**config.mk**
```make
export PLATFORM = sky130hd
export DESIGN_NAME = scan_code_event_ctrl
export DESIGN_NICKNAME = d
export VERILOG_FILES = /design/src/rtl/scan_code_event_ctrl.sv
export SDC_FILE = /design/constraint.sdc
export NUM_CORES = 1
export LEC_CHECK = 0
export ABC_CLOCK_PERIOD_IN_PS = 6000
export BUFFER_PORTS_ARGS = -buffer_cell sky130_fd_sc_hd__buf_2
export CORE_ASPECT_RATIO = 1.5
export CORE_MARGIN = 5
export CORE_UTILIZATION = 43
export DETAILED_ROUTE_END_ITERATION = 10
export GPL_TIMING_DRIVEN = 0
export SLEW_MARGIN = 20
export SYNTH_ARGS = -nofsm -noshare
export SYNTH_HDL_FRONTEND = slang
export SYNTH_SLANG_ARGS = --single-unit
```
**constraint.sdc**
```tcl
create_clock -name Clk -period 6 [get_ports Clk]
set_clock_uncertainty 0.2 [all_clocks]
set_input_delay 0.6 -clock Clk [delete_from_list [all_inputs] [get_ports Clk]]
set_output_delay 0.6 -clock Clk [all_outputs]
set_load 0.01 [all_outputs]
```
**src/rtl/scan_code_event_ctrl.sv**
```systemverilog
// scan_code_event_ctrl: turns PS/2 scan bytes into make/break, normal/extended key events queued in a FIFO.
// Optional macro TYPEMATIC_FILTER_EN suppresses typematic repeats of the currently held key.
module scan_code_event_ctrl #(
  parameter int DEPTH       = 8,
  parameter int TIMEOUT_CYC = 100000
) (
  input  logic                   Clk,
  input  logic                   Reset,
  input  logic                   NewScanCode,
  input  logic [7:0]             ScanCode,
  output logic                   EvValid,
  input  logic                   EvReady,
  output logic [7:0]             EvCode,
  output logic                   EvBreak,
  output logic                   EvExt,
  output logic [$clog2(DEPTH):0] EvCount,
  output logic                   Overflow,
  input  logic                   ClrOverflow,
  output logic                   ErrPulse,
  output logic [1:0]             DbgState
);
  localparam int AW = $clog2(DEPTH);
  localparam int CW = $clog2(TIMEOUT_CYC + 1);
  localparam logic [CW-1:0] TO_LAST  = CW'(TIMEOUT_CYC - 1);
  localparam logic [AW:0]   FULL_CNT = (AW + 1)'(DEPTH);

  typedef enum logic [1:0] {
    S_IDLE    = 2'd0,
    S_EXT     = 2'd1,
    S_BRK     = 2'd2,
    S_EXT_BRK = 2'd3
  } state_t;

  state_t          r_state, w_next;
  logic [CW-1:0]   r_tcnt;
  logic            w_is_e0, w_is_f0, w_is_err;
  logic            w_emit, w_brk, w_ext, w_err, w_push;
  logic            r_err;

  assign w_is_e0  = (ScanCode == 8'hE0);
  assign w_is_f0  = (ScanCode == 8'hF0);
  assign w_is_err = (ScanCode == 8'h00) || (ScanCode == 8'hFF);

  always_ff @(posedge Clk or negedge Reset) begin
    if (!Reset) r_state <= S_IDLE;
    else        r_state <= w_next;
  end

  always_comb begin
    w_next = r_state;
    w_emit = 1'b0;
    w_brk  = 1'b0;
    w_ext  = 1'b0;
    w_err  = 1'b0;
    if (NewScanCode) begin
      if (w_is_err) begin
        w_err  = 1'b1;
        w_next = S_IDLE;
      end else begin
        case (r_state)
          S_IDLE: begin
            if (w_is_e0)      w_next = S_EXT;
            else if (w_is_f0) w_next = S_BRK;
            else              w_emit = 1'b1;
          end
          S_EXT: begin
            if (w_is_f0)      w_next = S_EXT_BRK;
            else if (w_is_e0) w_next = S_EXT;
            else begin
              w_emit = 1'b1; w_ext = 1'b1; w_next = S_IDLE;
            end
          end
          S_BRK: begin
            if (w_is_e0)      w_next = S_EXT_BRK;
            else if (w_is_f0) w_next = S_BRK;
            else begin
              w_emit = 1'b1; w_brk = 1'b1; w_next = S_IDLE;
            end
          end
          default: begin
            if (!(w_is_e0 || w_is_f0)) begin
              w_emit = 1'b1; w_brk = 1'b1; w_ext = 1'b1; w_next = S_IDLE;
            end
          end
        endcase
      end
    end else if (r_state != S_IDLE && r_tcnt == TO_LAST) begin
      w_next = S_IDLE;
    end
  end

  // Counts quiet cycles inside a prefix sequence; any byte or a return to IDLE restarts it.
  always_ff @(posedge Clk or negedge Reset) begin
    if (!Reset)                                                r_tcnt <= '0;
    else if (NewScanCode || r_state == S_IDLE || r_tcnt == TO_LAST) r_tcnt <= '0;
    else                                                       r_tcnt <= r_tcnt + CW'(1);
  end

`ifdef TYPEMATIC_FILTER_EN
  logic       r_held_v;
  logic [7:0] r_held_code;
  logic       r_held_ext;
  logic       w_held_match;

  assign w_held_match = r_held_v && (r_held_code == ScanCode) && (r_held_ext == w_ext);
  assign w_push       = w_emit && !(w_held_match && !w_brk);

  always_ff @(posedge Clk or negedge Reset) begin
    if (!Reset) begin
      r_held_v    <= 1'b0;
      r_held_code <= 8'h00;
      r_held_ext  <= 1'b0;
    end else if (w_emit && !w_brk) begin
      r_held_v    <= 1'b1;
      r_held_code <= ScanCode;
      r_held_ext  <= w_ext;
    end else if (w_emit && w_held_match) begin
      r_held_v    <= 1'b0;
    end
  end
`else
  assign w_push = w_emit;
`endif

  // Event port: the head is offered while EvValid=1 and is consumed on any edge with
  // EvValid & EvReady; EvReady with EvValid=0 has no effect.
  logic [9:0]    r_mem [DEPTH];
  logic [AW-1:0] r_rd_ptr, r_wr_ptr;
  logic [AW:0]   r_count;
  logic          w_pop, w_full, w_wr, w_drop;

  assign w_pop  = EvValid && EvReady;
  assign w_full = (r_count == FULL_CNT);
  assign w_wr   = w_push && (!w_full || w_pop);
  assign w_drop = w_push && w_full && !w_pop;

  always_ff @(posedge Clk) begin
    if (w_wr) r_mem[r_wr_ptr] <= {ScanCode, w_brk, w_ext};
  end

  always_ff @(posedge Clk or negedge Reset) begin
    if (!Reset) begin
      r_rd_ptr <= '0;
      r_wr_ptr <= '0;
      r_count  <= '0;
      Overflow <= 1'b0;
      r_err    <= 1'b0;
    end else begin
      if (w_wr)  r_wr_ptr <= r_wr_ptr + AW'(1);
      if (w_pop) r_rd_ptr <= r_rd_ptr + AW'(1);
      case ({w_wr, w_pop})
        2'b10:   r_count <= r_count + (AW + 1)'(1);
        2'b01:   r_count <= r_count - (AW + 1)'(1);
        default: r_count <= r_count;
      endcase
      if (w_drop)           Overflow <= 1'b1;
      else if (ClrOverflow) Overflow <= 1'b0;
      r_err <= w_err;
    end
  end

  assign EvValid                 = (r_count != '0);
  assign {EvCode, EvBreak, EvExt} = EvValid ? r_mem[r_rd_ptr] : 10'd0;
  assign EvCount                 = r_count;
  assign ErrPulse                = r_err;
  assign DbgState                = r_state;
endmodule

```
==> flow_summary_export.csv <==
group,metric,value,unit
cells_and_area,finish.utilization,50.41,%
clock_tree,ctsResizeCount,0,
place,dp_cells,498,
timing,fmax,328.3,MHz
global_routing,grt.overflow.total,0,
worst_setup_path,critPathArrivalTime,3.11,ns
cells_and_area,area_growth,15.00,%
clock_tree,clock_path_buffers,2,
cells_and_area,drive_above_1_share,26.43,%
routing,via_count,2709,
synthesis,async_reset_ff_share,27.93,%
cells_and_area,final_cells,514,
clock_tree,post_cts_buffers,0,
cells_and_area,final_cell_area,5573,sq um
timing,min_period_over_period,50.76,%
global_routing,first_global_vias,2895,
power_and_ir_drop,powerDensity,428.7,nW/um^2
routing,via_per_inst,5.270,
synthesis,synth-edff-count,80,
timing,setup_viol,0,
floorplanning,core,11060,sq um
timing,layout_setup_ws,2.954,ns
cells_and_area,most-common-layout-cells,"edfxtp_1 (80), nor2_1 (40), buf_2 (36)",
global_routing,track_usage,14.77,%
clock_tree,clk_latency,0.34,ns
clock_tree,postCtsHoldBufs,0,
worst_setup_path,critPathMostFrequentCell,"a21o_1",
timing,slew_violations,0,
floorplanning,start_util,43.83,%
run,drv_cap,0,
cells_and_area,final_common_cell,"edfxtp_1",
worst_setup_path,path_cells,"buf_2, nor4_4, a31oi_1, o21a_1, buf_6, nor2_1, ha_1, a21o_1, a21o_1, or2_2, mux2i_1, xor2_1",
global_routing,grt_pass1_wl,15.39,mm
worst_setup_path,worstPathRequired,6.07,ns
min_path,hold_class,"input pin to asynchronous set/reset pin",
worst_setup_path,startpoint_type,"input pin",
timing,slew_headroom,39.22,%
timing,hold_viol,0,
synthesis,yosysTopAreaCellShare,49.57,%
timing,worst_slew_pin_slew,0.9116,ns
routing,totalWireLength,9.426,mm
worst_setup_path,cp_slowest_cell,"nor4_4",
synthesis,syn_area,4846,sq um
place,dp_slack,2.596,ns
power_and_ir_drop,finalPower,2.389,mW
floorplanning,dieHeight,140.0,um
synthesis,synthTopCellsByArea,"edfxtp_1 (50%), dfrtp_1 (16%), mux4_2 (9.3%)",
cells_and_area,final_nets,385,
routing,route.detailed.drc,0,
synthesis,synth-seq-cells,111,
synthesis,synth_nets,335,
clock_tree,clock-sinks,111,
routing,ant_nets,0,
synthesis,syn_area_per_cell,15.53,sq um
worst_setup_path,critPathCaptureType,"register",
power_and_ir_drop,vdd_drop_max,166.5,uV
routing,wl_per_cell,18.34,um
timing,setup_tns,0,ns
place,dpl_cell_area,5289,sq um
synthesis,yosysSeqAreaShare,65.58,%
floorplanning,die_w,96.68,um
routing,drt_iter0_drc,109,
synthesis,synth_ff_type,"edfxtp_1",
place,place.gp.congestion,0.7454,
timing,fin_crit,3.046,ns
global_routing,grt_max_degree,32,
clock_tree,cts_root_buf,"clkbuf_16",
clock_tree,htreeDepth,3,
clock_tree,clk_pin_slew_worst_paths,0.07,ns
routing,firstDrtPassIters,4,
place,dp_hpwl,6.659,mm
synthesis,yosys_warnings,0,
timing,rsz0062_at_grt,"no",
synthesis,synthDistinctLibCells,43,
synthesis,synth_area_leader_cell,"edfxtp_1",
worst_setup_path,cp_max_fo,10,
floorplanning,rows,47,
clock_tree,cts_tree,"yes",
status,status,"complete, no violations",
worst_setup_path,slowest_delay,0.44,ns
clock_tree,cts_inserted_buffers,9,
global_routing,antenna_found_initial,0,
floorplanning,dieArea,13540,sq um
synthesis,synthCells,312,
floorplanning,ios,32,
worst_setup_path,worstSetupPathType,"input pin to register",
power_and_ir_drop,leakagePower,2.059,nW
cells_and_area,antenna_cells,0,
timing,whs,0.1084,ns
place,port_buffers,31,
==> where the power goes <==
part | internal (mW) | switching (mW)
clock network | 0.325 | 0.259
registers | 0.953 | 0.0581
logic | 0.370 | 0.425
total | 1.65 | 0.742
==> Yosys cell counts, types with 2 or more instances <==
master	n
dfrtp_1	31
mux2_2	4
xor2_1	8
nand2_1	7
a21o_1	2
nand4b_1	2
and4_1	3
edfxtp_1	80
ha_1	9
xnor2_1	14
mux4_2	20
nor3b_1	2
and3_1	3
nor4b_1	3
mux2i_1	12
nor3_1	7
buf_1	3
buf_6	2
clkbuf_1	5
or2_2	2
inv_1	12
nor4_1	4
nand3_1	11
nor2_1	41
nand4_1	4
a31oi_1	2
buf_2	3
==> metal layers <==
metal	GRT usage [%]	wire (um)	share of wire [%]
met1	16.57	3682	39
met2	27.11	5211	55
met3	4.080	384	4.1
met4	4.586	147	1.6
met5	0	0	0
==> final cells by class <==
class | count | area [sq um]
fillers | 972 | 5483
multi-input cells | 176 | 1597
clock buffers | 13 | 240.2
inverters | 12 | 45.04
clock inverters | 3 | 43.79
repair buffers | 39 | 217.7
flip-flops and latches | 111 | 3178
well taps | 147 | 183.9
plain buffers | 13 | 67.56
==> path summary, 6_finish.rpt <==
path                              from          end  slack, ns  cells past startpoint
max                        ScanCode[0]   EvCount[3]       2.95                     12
min                              Reset    r_tcnt[0]       0.11                      1
max reg2reg                 EvCount[0]   EvCount[3]       3.18                     10
min reg2reg                  r_tcnt[0]    r_tcnt[0]       0.25                      1
max in group asynchronous        Reset  DbgState[0]       5.02                      1
min in group Clk             r_tcnt[0]    r_tcnt[0]       0.25                      1
==> state kept, by name (all words and copies together) (netlist names) <==
register / count
r_mem: 80
DbgState: 2
r_tcnt: 17
ErrPulse: 1
r_rd_ptr: 3
r_wr_ptr: 3
EvCount: 4
Overflow: 1
==> cells by family (layout without fill, tap and decap cells) <==
family	Yosys count	count (layout)	synth area share (%)
simple gates	95	95	10.28
flops	111	111	65.58
mux	38	38	13.48
compound gates	11	11	1.627
fa+ha+maj	10	10	2.737
xor+xnor	22	22	3.976
buf+inv	25	80	2.324
==> critical path, delay by kind of cell <==
kind,cells,cell delay (ns)
simple gates,3,0.89
buf+inv,2,0.31
xor+xnor,1,0.18
compound gates,4,0.69
fa+ha+maj,1,0.27
mux,1,0.16
No activity file was read; power rests on OpenSTA's default activity.
